File: src/rtl/sw_led_pkg.sv
// rtl/sw_led_pkg.sv - shared mode encodings and counter sizing for the switch/LED bank
package sw_led_pkg;

    localparam logic [1:0] MODE_DIRECT = 2'b00;
    localparam logic [1:0] MODE_TOGGLE = 2'b01;
    localparam logic [1:0] MODE_BLINK  = 2'b10;
    localparam logic [1:0] MODE_OFF    = 2'b11;

    // Width of a counter that must hold values 0..n.
    function automatic int cnt_width(input int n);
        return $clog2(n + 1);
    endfunction

endpackage

File: src/rtl/sw_debounce.sv
// rtl/sw_debounce.sv - one channel: 2-flop synchroniser, debounce counter, stable level, change pulse
module sw_debounce
    import sw_led_pkg::*;
#(
    parameter int DB_CYCLES = 1_000_000
) (
    input  logic clk,
    input  logic rst_n,
    input  logic sw_i,      // raw switch pin, asynchronous
    output logic stable_o,  // debounced level
    output logic rise_o,    // combinational: stable is about to rise on this edge
    output logic evt_o      // registered one-cycle pulse, one cycle after stable changes
);

    localparam int             CW       = cnt_width(DB_CYCLES);
    localparam logic [CW-1:0]  CNT_LAST = CW'(DB_CYCLES - 1);

    logic          s1_q, s1_d;
    logic          s2_q, s2_d;
    logic          stable_q, stable_d;
    logic          stable_dly_q, stable_dly_d;
    logic          evt_q, evt_d;
    logic [CW-1:0] cnt_q, cnt_d;
    logic          accept;

    always_comb begin
        s1_d         = sw_i;
        s2_d         = s1_q;
        stable_d     = stable_q;
        cnt_d        = cnt_q;
        accept       = 1'b0;
        if (s2_q == stable_q) begin
            cnt_d = '0;
        end else if (cnt_q == CNT_LAST) begin
            accept   = 1'b1;
            stable_d = s2_q;
            cnt_d    = '0;
        end else begin
            cnt_d = cnt_q + CW'(1);
        end
        // The event is taken from the already-updated stable level, so it
        // trails the stable change by exactly one cycle.
        stable_dly_d = stable_q;
        evt_d        = stable_q ^ stable_dly_q;
    end

    always_ff @(posedge clk or negedge rst_n) begin
        if (!rst_n) begin
            s1_q         <= 1'b0;
            s2_q         <= 1'b0;
            stable_q     <= 1'b0;
            stable_dly_q <= 1'b0;
            evt_q        <= 1'b0;
            cnt_q        <= '0;
        end else begin
            s1_q         <= s1_d;
            s2_q         <= s2_d;
            stable_q     <= stable_d;
            stable_dly_q <= stable_dly_d;
            evt_q        <= evt_d;
            cnt_q        <= cnt_d;
        end
    end

    assign stable_o = stable_q;
    assign rise_o   = accept & s2_q;
    assign evt_o    = evt_q;

endmodule

File: src/rtl/sw_led_bank.sv
// rtl/sw_led_bank.sv - N_CH switch-to-LED bank (direct/toggle/blink/off); blink built only with SW_LED_BLINK_EN
module sw_led_bank
    import sw_led_pkg::*;
#(
    parameter int N_CH         = 8,
    parameter int DB_CYCLES    = 1_000_000,
    parameter int BLINK_CYCLES = 25_000_000
) (
    input  logic            clk,
    input  logic            rst_n,   // asynchronous, active-low
    input  logic [N_CH-1:0] sw,      // raw switch pins
    input  logic [1:0]      mode,    // shared output mode
    output logic [N_CH-1:0] led,     // registered LED drive
    output logic [N_CH-1:0] sw_db,   // debounced levels
    output logic [N_CH-1:0] sw_evt   // one-cycle change pulses
);

    logic [N_CH-1:0] rise;
    logic [N_CH-1:0] tgl_q, tgl_d;
    logic [N_CH-1:0] led_q, led_d;
    logic [N_CH-1:0] blink_val;

    for (genvar i = 0; i < N_CH; i++) begin : g_ch
        sw_debounce #(
            .DB_CYCLES(DB_CYCLES)
        ) u_db (
            .clk      (clk),
            .rst_n    (rst_n),
            .sw_i     (sw[i]),
            .stable_o (sw_db[i]),
            .rise_o   (rise[i]),
            .evt_o    (sw_evt[i])
        );
    end

`ifdef SW_LED_BLINK_EN
    localparam int            BW      = cnt_width(BLINK_CYCLES);
    localparam logic [BW-1:0] BL_LAST = BW'(BLINK_CYCLES - 1);

    logic [BW-1:0] bl_cnt_q, bl_cnt_d;
    logic          ph_q, ph_d;
    logic          wrap;

    always_comb begin
        wrap      = (bl_cnt_q == BL_LAST);
        bl_cnt_d  = wrap ? '0 : bl_cnt_q + BW'(1);
        ph_d      = ph_q ^ wrap;
        blink_val = sw_db & {N_CH{ph_q}};
    end

    always_ff @(posedge clk or negedge rst_n) begin
        if (!rst_n) begin
            bl_cnt_q <= '0;
            ph_q     <= 1'b0;
        end else begin
            bl_cnt_q <= bl_cnt_d;
            ph_q     <= ph_d;
        end
    end
`else
    // Without the blink hardware, blink mode degenerates to direct.
    always_comb begin
        blink_val = sw_db;
    end
`endif

    always_comb begin
        // Toggle state tracks debounced rises regardless of the active mode.
        tgl_d = tgl_q ^ rise;
        led_d = '0;
        case (mode)
            MODE_DIRECT: led_d = sw_db;
            MODE_TOGGLE: led_d = tgl_q;
            MODE_BLINK:  led_d = blink_val;
            default:     led_d = '0;
        endcase
    end

    always_ff @(posedge clk or negedge rst_n) begin
        if (!rst_n) begin
            tgl_q <= '0;
            led_q <= '0;
        end else begin
            tgl_q <= tgl_d;
            led_q <= led_d;
        end
    end

    assign led = led_q;

endmodule
File: config.mk
export PLATFORM = sky130hd
export DESIGN_NAME = sw_led_bank
export DESIGN_NICKNAME = d
export VERILOG_FILES = /design/src/rtl/sw_led_pkg.sv /design/src/rtl/sw_debounce.sv /design/src/rtl/sw_led_bank.sv
export SDC_FILE = /design/constraint.sdc
export NUM_CORES = 1
export LEC_CHECK = 0
export ABC_CLOCK_PERIOD_IN_PS = 2300
export CELL_PAD_IN_SITES_DETAIL_PLACEMENT = 0
export CELL_PAD_IN_SITES_GLOBAL_PLACEMENT = 1
export CORE_MARGIN = 2
export CORE_UTILIZATION = 40
export CTS_BUF_LIST = sky130_fd_sc_hd__clkbuf_4 sky130_fd_sc_hd__clkbuf_8
export CTS_CLUSTER_SIZE = 12
export DETAILED_ROUTE_END_ITERATION = 10
export GPL_TIMING_DRIVEN = 1
export HOLD_SLACK_MARGIN = 0.15
export PLACE_DENSITY_LB_ADDON = 0.1
export SLEW_MARGIN = 30
export SYNTH_ARGS = -nofsm -noshare
export SYNTH_HDL_FRONTEND = slang
export SYNTH_HIERARCHICAL = 1
export SYNTH_SLANG_ARGS = --single-unit
File: constraint.sdc
create_clock -name clk -period 2.3 [get_ports clk]
set_input_delay 0.345 -clock clk [delete_from_list [all_inputs] [get_ports clk]]
set_output_delay 0.345 -clock clk [all_outputs]
set_load 0.02 [all_outputs]
==> impl_metrics.yaml, run 1 <==
worst_setup_path:
  cp.buffers_inverters: 1
  cp-end-kind: "output port"
  crit_chain: "clkdlybuf4s50_1"
  crit_arrival_ps: 1710
  cp_max_fo: 7
  cp.required_ps: 1960
  crit_type: "reg2out"
  slowest_delay_ps: 670
  critical_path.slowest_cell: "clkdlybuf4s50_1"
  rrSetupSlack_ps: 310
  startpoint_type: "flip-flop"
  cpLargestDelayFamily: "buffers and inverters"
power:
  p_total_uw: 7914
  ir_worst_vdd_v: 0.0003400
  power_density_nw_per_um2: 657.0
  cellLeakagePower_uw: 0.005129
drt:
  drt-initial-drc-count: 372
  drcViolationCount: 0
  wl_per_cell_um: 15.08
  wirelength_mm: 20.53
  vias: 7044
  viasPerCell: 5.172
  firstDrtPassIters: 4
  antenna_left: 0
logic_synthesis:
  synth_area_um2: 10270
  async_flop_share: 1.000
  synth-compound-area-share: 0.07055
  synth_cells: 910
  yosys_warnings: 6
  synth_top_family_by_area: "simple AND/OR/NAND/NOR gates"
  synth_nets: 930
  synth_top_area_cell: "dfrtp_1"
  synth_area_per_cell_um2: 11.28
  yosysSeqAreaShare: 0.5264
  yosysUniqueCellTypes: 38
  synthXorXnorAreaFrac: 0.1083
  synthAdderAreaFrac: 0.009748
  synth_top_area_frac: 0.5264
  ys_top_cells_by_area: "dfrtp_1, xor2_1, xnor2_1"
  synth_simple_gate_area_frac: 0.2538
  muxShareOfSynthArea: 0.01816
  synth_seq_cells: 216
  synth_edf_count: 0
  synth_ff_type: "dfrtp_1"
cells_and_area:
  final_util: 0.4783
  syn_to_final_growth_pct: 17.30
  multiInputGateArea_um2: 4730
  seq_area_um2: 5405
  fill_cells: 2337
  instances_no_fill: 1362
  insertedDiodeCount: 0
  nNetsFinal: 1024
  drive_gt1_frac: 0.1657
timing:
  tns_ps: 0
  hold_viol: 0
  final_period_minus_worst_setup_slack_ps: 2051
  slew_violations: 0
  max_freq_mhz: 487.5
  finClkSkew_ps: 15.76
  worstMarginPinSlew_ps: 662.5
  relSlewSlack: 0.5583
  setup_slack_ps: 248.7
  rsz0062_at_grt: "false"
  fin_crit_sh: 0.8919
  setup-violations-final: 0
place:
  place_congestion: 0.7545
  dp.cells: 1291
  hpwl_mm: 13.41
  place_ws_ps: 285.2
  port_buffers: 35
die:
  die_h_um: 164.2
  rows: 58
  initial_utilization: 0.4078
  coreArea_um2: 25180
  die_area_um2: 26970
  top_level_ports: 36
  dieWidth_um: 164.2
clocking:
  ctsResizeCount: 0
  clk_pin_slew_ps: 60
  cts_tree: "done"
  clock-sinks: 216
  post_cts_buffers: 0
  clock_path_buffers: 3
  ctsHoldBuffers: 1
  clkLatencyLatePin_ps: 530
  root_buffer: "clkbuf_8"
  cts-htree-levels: 2
  cts_buffers: 40
grt:
  grt_max_degree: 82
  grt_pass1_vias: 7323
  grtUsageTotal: 0.1632
  grt_first_pass_wirelength_mm: 36.27
  antenna_found_initial: 0
  grt_overflow: 0
min_path:
  min_path_type: "in2reg"
run_status:
  status: "finished, final reports clean"
run:
  drv_cap: 0
cell families after synthesis:
kind of cell,count (synthesis)
compound gates,91
mux,15
simple gates,425
flops,216
fa+ha+maj,8
xor+xnor,127
buf+inv,28
cell usage after synthesis, drive strengths merged, types with 9 or more instances:
library cell,count
dfrtp,216
nor2,127
xor2,71
xnor2,56
nand3,55
nand2,49
a21oi,41
or4,33
nand4,32
o31ai,25
and3,23
nor4,23
inv,19
or3,18
and4,16
nor3,16
o21ai,10
buf,9
registers in the layout (all words and copies together) (netlist names):
signal	count
g_ch.u_db/s1_q	8
g_ch.u_db/stable_dly_q	8
g_ch.u_db/cnt_q	160
g_ch.u_db/evt_o	8
g_ch.u_db/s2_q	8
tgl_q	8
led	8
g_ch.u_db/stable_o	8
routing by layer:
| metal | wire, um | vias to the layer above | global-route usage |
|---|---|---|---|
| li1 | - | 3478 | - |
| met1 | 10240 | 3441 | 0.2336 |
| met2 | 9110 | 92 | 0.2503 |
| met3 | 778 | 33 | 0.03030 |
| met4 | 403 | 0 | 0.05263 |
| met5 | 0 | - | 0 |
area by class of cell:
type,instances,area share
sequential,216,0.4487
multi-input combinational,666,0.3926
clock buffer,62,0.06461
timing repair buffer,61,0.05007
tap,330,0.03428
inverter,19,0.005921
clock inverter,8,0.003739
layout by cell type, fill, tap and decap left out, drive strengths merged, types with 10 or more instances in the layout:
cell type | netlist | routed
xnor2 | 56 | 56
or4 | 33 | 33
nor3 | 16 | 16
and3 | 23 | 23
nor2 | 127 | 127
nand3 | 55 | 55
xor2 | 71 | 71
o31ai | 25 | 25
nor4 | 23 | 23
buf | 9 | 26
nand2 | 49 | 49
and4 | 16 | 16
or3 | 18 | 18
nand4 | 32 | 32
o21ai | 10 | 10
clkbuf | 0 | 62
clkdlybuf4s50 | 0 | 34
inv | 19 | 19
a21oi | 41 | 41
dfrtp | 216 | 216
stage by stage:
stage / hold slack, ps / cell area, um2
after floorplan: 49.41 / 10270
after global placement: 331.9 / 11210
after detailed placement: 335.5 / 11210
after CTS: 218.9 / 12050
after global routing: 229.5 / 12050
final: 257.8 / 12050
power breakdown:
part	leakage [uW]	total, uW	internal, uW	switching, uW
registers	0.00296	3900	3850	45.0
clock network	0.000438	3740	2150	1600
logic	0.00173	273	103	169
final timing paths:
path                            cells after the start                         startpoint                          endpoint
worst max-delay path                                1  g_ch[4].u_db/stable_o$_DFFE_PN0P_                          sw_db[4]
worst min-delay path                                1                              sw[2]       g_ch[2].u_db/s1_q$_DFF_PN0_
worst max register to register                      5   g_ch[3].u_db/cnt_q[10]$_DFF_PN0_                tgl_q[3]$_DFF_PN0_
worst min register to register                      0        g_ch[3].u_db/s1_q$_DFF_PN0_       g_ch[3].u_db/s2_q$_DFF_PN0_
max in group asynchronous                           3                              rst_n  g_ch[5].u_db/cnt_q[14]$_DFF_PN0_
min in group asynchronous                           2                              rst_n   g_ch[4].u_db/cnt_q[9]$_DFF_PN0_
Power figures use the tool's default switching activity.
==> run 2: changes to the inputs <==
--- a/config.mk
+++ b/config.mk
@@ -8,7 +8,6 @@
 export ABC_CLOCK_PERIOD_IN_PS = 2300
 export CELL_PAD_IN_SITES_DETAIL_PLACEMENT = 0
 export CELL_PAD_IN_SITES_GLOBAL_PLACEMENT = 1
-export CORE_MARGIN = 2
 export CORE_UTILIZATION = 40
 export CTS_BUF_LIST = sky130_fd_sc_hd__clkbuf_4 sky130_fd_sc_hd__clkbuf_8
 export CTS_CLUSTER_SIZE = 12
==> impl_metrics.yaml, run 2 (same netlist as run 1, synthesis figures left out) <==
run_status:
  status: "finished, final reports clean"
cells_and_area:
  syn_to_final_growth_pct: 16.86
  fin_area_um2: 12000
  regMostFlops: "g_ch.u_db/cnt_q"
  insertedDiodeCount: 0
  nNetsFinal: 1024
  multiInputGateArea_um2: 4730
  drive_gt1_frac: 0.1625
  final_common_cell: "dfrtp_1"
  seq_area_um2: 5405
  largest_reg_flops: 160
  fill_cells: 2353
  instances_no_fill: 1358
  final_cell_mix: "dfrtp_1, nor2_1, xor2_1"
place:
  port_buffers: 35
  placed_cell_area_um2: 11200
  hpwl_mm: 13.04
  place_congestion: 0.7168
  place_ws_ps: 231.2
  dp.cells: 1291
timing:
  tns_ps: 0
  relSlewSlack: 0.5928
  final_period_minus_worst_setup_slack_ps: 2041
  setup-violations-final: 0
  slew_violations: 0
  finClkSkew_ps: 14.69
  setup_slack_ps: 258.8
  max_freq_mhz: 489.9
  hold_viol: 0
  worstMarginPinSlew_ps: 610.1
  rsz0062_at_grt: "false"
  fin_crit_sh: 0.8875
worst_setup_path:
  cp.required_ps: 2740
  r2r-end: "tgl_q[3]$_DFF_PN0_"
  crit_chain: "nor4_1, nand4_1, or4_1, nor3b_1, xor2_1"
  cp-end-kind: "flip-flop"
  path_depth: 5
  crit_type: "reg2reg"
  cp_max_fo: 4
  critical_path.slowest_cell: "or4_1"
  cp.buffers_inverters: 0
  r2r-start: "g_ch[3].u_db/cnt_q[10]$_DFF_PN0_"
  slowest_delay_ps: 570
  cpLargestDelayFamily: "simple AND/OR/NAND/NOR gates"
  rrSetupSlack_ps: 260
  startpoint_type: "flip-flop"
  crit_arrival_ps: 2480
  reg2reg_depth: 5
drt:
  wl_per_cell_um: 14.76
  drcViolationCount: 0
  firstDrtPassIters: 4
  vias: 7010
  wirelength_mm: 20.05
  antenna_left: 0
  drt-initial-drc-count: 332
  viasPerCell: 5.162
clocking:
  ctsResizeCount: 0
  cts_tree: "done"
  clock-sinks: 216
  root_buffer: "clkbuf_8"
  clock_path_buffers: 3
  cts-htree-levels: 2
  post_cts_buffers: 0
  clkLatencyLatePin_ps: 530
  clk_pin_slew_ps: 60
  cts_buffers: 40
  ctsHoldBuffers: 1
run:
  drv_cap: 0
power:
  power_density_nw_per_um2: 649.2
  ir_worst_vdd_v: 0.0004057
  cellLeakagePower_uw: 0.005114
  p_total_uw: 7791
min_path:
  min_path_type: "in2reg"
  hold_path_startpoint: "sw[1]"
  min_to: "g_ch[1].u_db/s1_q$_DFF_PN0_"
  hold_depth: 1
die:
  coreArea_um2: 25180
  top_level_ports: 36
  die_h_um: 162.2
  rows: 58
  dieWidth_um: 162.2
  initial_utilization: 0.4078
  die_area_um2: 26320
grt:
  antenna_found_initial: 0
  grt_pass1_vias: 7173
  grtUsageTotal: 0.1618
  grt_overflow: 0
  grt_first_pass_wirelength_mm: 35.10
  grt_max_degree: 53
[run 2: cell count changes in the layout (fill, tap and decap cells not counted), sizes merged]
| cell | before | now |
|---|---|---|
| clkbuf | 62 | 59 |
| clkinvlp | 2 | 0 |
| clkinv | 6 | 7 |
[run 2: per-layer routing]
layer  vias up  GRT usage  wire length, um
met5         -          0                0
met4         0    0.05317              446
met3        39    0.03396              716
met2        76     0.2508             8884
met1      3423     0.2251            10000
li1       3472          -                -
[run 2: through the flow]
stage               hold WS, ps    util
finish                    264.4  0.4765
global route              233.4  0.4765
CTS                       222.2  0.4765
detailed placement        299.2  0.4447
global placement          302.7  0.4447
floorplan                 49.41       -
[run 2: final cells by class]
type	count	share of cell area
inverters	19	0.005943
flip-flops and latches	216	0.4504
well taps	330	0.03441
multi-input cells	666	0.3941
repair buffers	61	0.04921
clock inverters	7	0.002919
clock buffers	59	0.06298
[run 2: worst max-delay path by stage]
stage                                       from            endpoint
3_3_place_gp    g_ch[3].u_db/cnt_q[10]$_DFF_PN0_  tgl_q[3]$_DFF_PN0_
5_1_grt         g_ch[3].u_db/cnt_q[10]$_DFF_PN0_  tgl_q[3]$_DFF_PN0_
4_1_cts        g_ch[0].u_db/stable_o$_DFFE_PN0P_            sw_db[0]
3_5_place_dp    g_ch[3].u_db/cnt_q[10]$_DFF_PN0_  tgl_q[3]$_DFF_PN0_
6_report        g_ch[3].u_db/cnt_q[10]$_DFF_PN0_  tgl_q[3]$_DFF_PN0_
2_1_floorplan   g_ch[3].u_db/cnt_q[10]$_DFF_PN0_  tgl_q[3]$_DFF_PN0_
[run 2: power by group]
part	internal [uW]	total, uW	leakage [uW]	switching, uW
clock	2090	3630	0.000428	1540
combinational	99.6	267	0.00172	167
sequential	3850	3900	0.00296	44.7
